==> config.mk <==
export PLATFORM = sky130hd
export DESIGN_NAME = pc_sequencer
export DESIGN_NICKNAME = d
export VERILOG_FILES = /design/src/rtl/pc_sequencer.sv
export SDC_FILE = /design/constraint.sdc
export NUM_CORES = 1
export LEC_CHECK = 0
export CAP_MARGIN = 20
export CORE_MARGIN = 1.5
export CORE_UTILIZATION = 41
export CTS_CLUSTER_SIZE = 10
export DETAILED_ROUTE_END_ITERATION = 7
export GPL_ROUTABILITY_DRIVEN = 0
export PLACE_DENSITY = 0.82
export RECOVER_POWER = 25
export SLEW_MARGIN = 0
export SYNTH_ARGS = -nofsm -noshare
export SYNTH_HDL_FRONTEND = slang
export SYNTH_SLANG_ARGS = --single-unit
==> constraint.sdc <==
create_clock -name clk -period 3.8 [get_ports clk]
set_input_delay 0.76 -clock clk [delete_from_list [all_inputs] [get_ports clk]]
set_output_delay 0.76 -clock clk [all_outputs]
set_load 0.1 [all_outputs]
==> src/rtl/pc_sequencer.sv <==
// Program sequencer for the picoMIPS core: owns the PC, resolves branches, stalls on switch input.
// Latency: PC advances one instruction per clock; an input instruction retires SYNC_STAGES+1 clocks after dataval falls.
// Backpressure: stall holds the PC and blocks register-file writes until a full dataval high/low handshake completes.
//
// Ports:
//   clk, nReset        rising-edge clock, asynchronous active-low reset
//   opcode, Wready     instruction class (00 ADD, 01 ADDI, 10 MULI, 11 B) and "consumes switch data" bit
//   dataval, sw_data   raw asynchronous SW8 valid switch and switch data
//   zflag, boffset     ALU zero flag and two's-complement branch offset
//   PCaddr             current program-memory address
//   data_in, INen      latched switch data and one-cycle register-file input select
//   stall              core stalled, register file must not write
module pc_sequencer #(
  parameter int Psize       = 6,
  parameter int datalength  = 8,
  parameter int SYNC_STAGES = 2
) (
  input  logic                  clk,
  input  logic                  nReset,
  input  logic [1:0]            opcode,
  input  logic                  Wready,
  input  logic                  dataval,
  input  logic [datalength-1:0] sw_data,
  input  logic                  zflag,
  input  logic [Psize-1:0]      boffset,
  output logic [Psize-1:0]      PCaddr,
  output logic [datalength-1:0] data_in,
  output logic                  INen,
  output logic                  stall
);

  localparam logic [1:0] OP_B = 2'b11;

  typedef enum logic [1:0] {
    RUN     = 2'b00,
    WAIT_HI = 2'b01,
    WAIT_LO = 2'b10,
    RETIRE  = 2'b11
  } state_t;

  state_t                  state;
  state_t                  state_nxt;
  logic [Psize-1:0]        pc_nxt;
  logic                    latch_en;
  logic [SYNC_STAGES-1:0]  sync_q;
  logic                    dv_s;

  // dataval is a mechanical switch with no relation to clk; a plain shift
  // chain keeps metastability out of the FSM. SYNC_STAGES must be >= 2.
  always_ff @(posedge clk or negedge nReset) begin
    if (!nReset) begin
      sync_q <= '0;
    end else begin
      sync_q <= {sync_q[SYNC_STAGES-2:0], dataval};
    end
  end

  assign dv_s = sync_q[SYNC_STAGES-1];

  // State register, PC and switch-data latch.
  always_ff @(posedge clk or negedge nReset) begin
    if (!nReset) begin
      state   <= RUN;
      PCaddr  <= '0;
      data_in <= '0;
    end else begin
      state  <= state_nxt;
      PCaddr <= pc_nxt;
      // sw_data is sampled raw: the operator holds the switches stable
      // across the whole handshake, so only dataval needs synchronising.
      if (latch_en) begin
        data_in <= sw_data;
      end
    end
  end

  // Next-state and next-PC logic. PC arithmetic wraps naturally at Psize
  // bits, which gives modulo-2^Psize behaviour in both branch directions.
  always_comb begin
    state_nxt = state;
    pc_nxt    = PCaddr;
    latch_en  = 1'b0;
    unique case (state)
      RUN: begin
        // Wready on a branch is meaningless; the branch always resolves.
        if (Wready && (opcode != OP_B)) begin
          state_nxt = WAIT_HI;
        end else if ((opcode == OP_B) && zflag) begin
          pc_nxt = PCaddr + boffset;
        end else begin
          pc_nxt = PCaddr + 1'b1;
        end
      end
      WAIT_HI: begin
        if (dv_s) begin
          latch_en  = 1'b1;
          state_nxt = WAIT_LO;
        end
      end
      WAIT_LO: begin
        // Requiring the falling edge stops a held switch from feeding
        // more than one input instruction.
        if (!dv_s) begin
          state_nxt = RETIRE;
        end
      end
      RETIRE: begin
        pc_nxt    = PCaddr + 1'b1;
        state_nxt = RUN;
      end
      default: begin
        state_nxt = RUN;
      end
    endcase
  end

  // Outputs decoded purely from state: no path from dataval to any output.
  always_comb begin
    stall = 1'b0;
    INen  = 1'b0;
    unique case (state)
      WAIT_HI, WAIT_LO: stall = 1'b1;
      RETIRE:           INen  = 1'b1;
      default: begin
        stall = 1'b0;
        INen  = 1'b0;
      end
    endcase
  end

endmodule

==> results by group <==
Outcome
  – Status: finished, final reports clean

Clock network
  – Clock latency on the worst-skew pair: between 200 and 300 ps
  – Number of CTS-inserted buffers: 3
  – Setup Fix Bufs, Post-CTS: 0
  – H-tree depth: 1
  – Longest Clk Path Bufs: 2
  – CTS clk-pin slew, worst paths: ~100 ps
  – CTS Sinks: 18
  – Clk root buf: clkbuf_4
  – Post_cts resized: 0
  – Hold_buf cts: 0
  – TritonCTS clock tree: done

Final layout
  – Fill cell count: 206
  – Nets: 171
  – Layout Cell Area excl Fill: around 1500 um2
  – P&R area growth vs syn: 39.2%
  – Reg area: 450 um2
  – Finished Core Util: between 60% and 70%
  – Footprint of the multi-input gates: 597 um2
  – Diodes inserted: 0
  – Layout cells sized above 1: around an eighth

Logic synthesis
  – Largest family of logic cells by synthesized area: compound AO/OA/AOI/OAI gates
  – Cell Area, Synth: between 1000 and 1500 um2
  – Yosys reg bits: 18
  – Gate Count Post-Synth: 99
  – Syn_nets: around 130
  – Asr flop ratio synth: 100%
  – Mux contribution to synthesized area: 9.38%
  – Unique masters post-synth: 28
  – Post-synthesis compound-gate area fraction: ~16%
  – Area leader, netlist: dfrtp_1
  – Ys Warns: 0
  – Area share of the largest cell type after synthesis: between 40% and 50%
  – Simple-gate share of the synthesized area: about an eighth
  – Top FF cell, synth: dfrtp_1
  – Post-Synth Adder-Cell Area: 14.6%
  – EDFF count, synth: 0
  – Synth area leaders: dfrtp_1, ha_1, mux2_2
  – Register area share after synthesis: about two fifths
  – Syn Area/Cell: 10.9 um2
  – Post-Synth XOR/XNOR Area: between 3 and 4%

STA
  – Worst slew margin: 34.6%
  – Crit share post-route: between 70% and 80%
  – TNS Setup: 0 ps
  – Post-Route Skew: 1.74 ps
  – Unrepaired setup endpoints after global routing: no
  – Least-Margin Pin Slew: a little under 1000 ps
  – Max-slew violations: 0
  – Hold Violations, Final: 0
  – Final setup fails: 0
  – Fmax: 0.350 GHz
  – Tmin final: approximately 2900 ps

Floorplanning
  – Io pins: 37
  – Core area: around 2500 um2
  – Die area: ~3000 um2
  – Initial Utilization: 43.6%
  – Chip height: about 54 um
  – Die width: 54.4 um
  – Placement row count: 18

Place
  – DP Wirelength: about 1800 um
  – PortBufs: 36
  – Post-DP Area: ~1500 um2

Detailed routing
  – Post-DRT Antenna Nets: 0
  – Vias/cell: between 5 and 6
  – Initial DRC count: 12
  – WL per Instance: between 10 and 15 um
  – Pre-antenna DRT Iters: 4
  – Vias: 887
  – DRC violation count after routing: 0
  – Final WL: ~2300 um

Setup path
  – CP Max Fanout: 4
  – Crit end category: primary output
  – Crit start category: flop
  – Critical path type: flop to primary output
  – Worst reg2reg path depth: 7
  – Worst path required time: ~3000 ps
  – Critical Path AT: about 2100 ps

Global routing
  – Initial antenna violation count: 0
  – Total Routing Usage GR: about 18%
  – Grt ovf: 0
  – Largest net degree at the start of global routing: 19
  – Vias in the first global route: slightly below 900
  – First-pass GRT wire length: approximately 3800 um

Job
  – Max-cap viol count: 0

Worst hold path
  – Hold depth: 0
  – Hold WC Path Type: flop to flop
## state kept, by name, summed over array words and instances (netlist names)
register,count
PCaddr,6
sync_q,2
state,2
data_in,8
## area by class of cell
class	count	area share, %
clock buffer	4	2.41
inverter	7	1.75
multi-input combinational	72	39.7
tap	30	2.49
timing repair buffer	36	23.8
sequential	18	29.9
## final timing paths
path                            from  slack, ps    endpoint
setup / recovery            state[0]        950        INen
hold / removal             sync_q[0]        360   sync_q[1]
setup reg to reg            state[0]       1830   PCaddr[5]
hold reg to reg            sync_q[0]        360   sync_q[1]
max in group asynchronous     nReset       2310  data_in[1]
min in group asynchronous     nReset        990  data_in[2]
## cell usage in the layout (no fill, tap or decap), drive strengths merged, types with 5 or more instances in the layout
master / instances
clkdlybuf4s50: 33
dfrtp: 18
ha: 11
mux2: 9
o21ai: 8
inv: 7
a21oi: 7
nand2: 5
## worst max-delay path, stage by stage (launching register included)
cell	delay [ps]
dfrtp_1	410
ha_1	240
clkdlybuf4s50_1	1150
## stage by stage
step | setup slack [ps] | hold slack (ps) | cells
final | 947 | 358 | 167
after global routing | 868 | 371 | 167
after CTS | 936 | 360 | 167
after detailed placement | 1120 | 335 | 163
after global placement | 1170 | 333 | 163
after floorplan | 1320 | 331 | 99
## kinds of logic (layout without fill, tap and decap cells)
group | after synthesis | count (layout)
compound gates | 24 | 24
simple gates | 23 | 23
flops | 18 | 18
fa+ha+maj | 12 | 12
mux | 9 | 9
buf+inv | 9 | 47
xor+xnor | 4 | 4
## layer usage
layer	wire length [um]	global-route usage (%)	share of wire, %	up-vias
met2	1170	31.3	52	29
li1	-	-	-	433
met4	23	7.92	1.0	0
met5	0	0	0	-
met3	135	2.73	6.0	4
met1	938	21.0	41	421
## Yosys cell counts (3+ instances only)
cell type,number
nand2_1,5
nor2b_1,3
nor2_1,4
inv_1,7
o21ai_0,8
mux2_2,9
xnor2_1,4
a21oi_1,7
dfrtp_1,18
ha_1,11
Power is left out: the tool's default activity adds up to more than one toggle a clock period on the data nets, which glitch-free logic cannot reach.
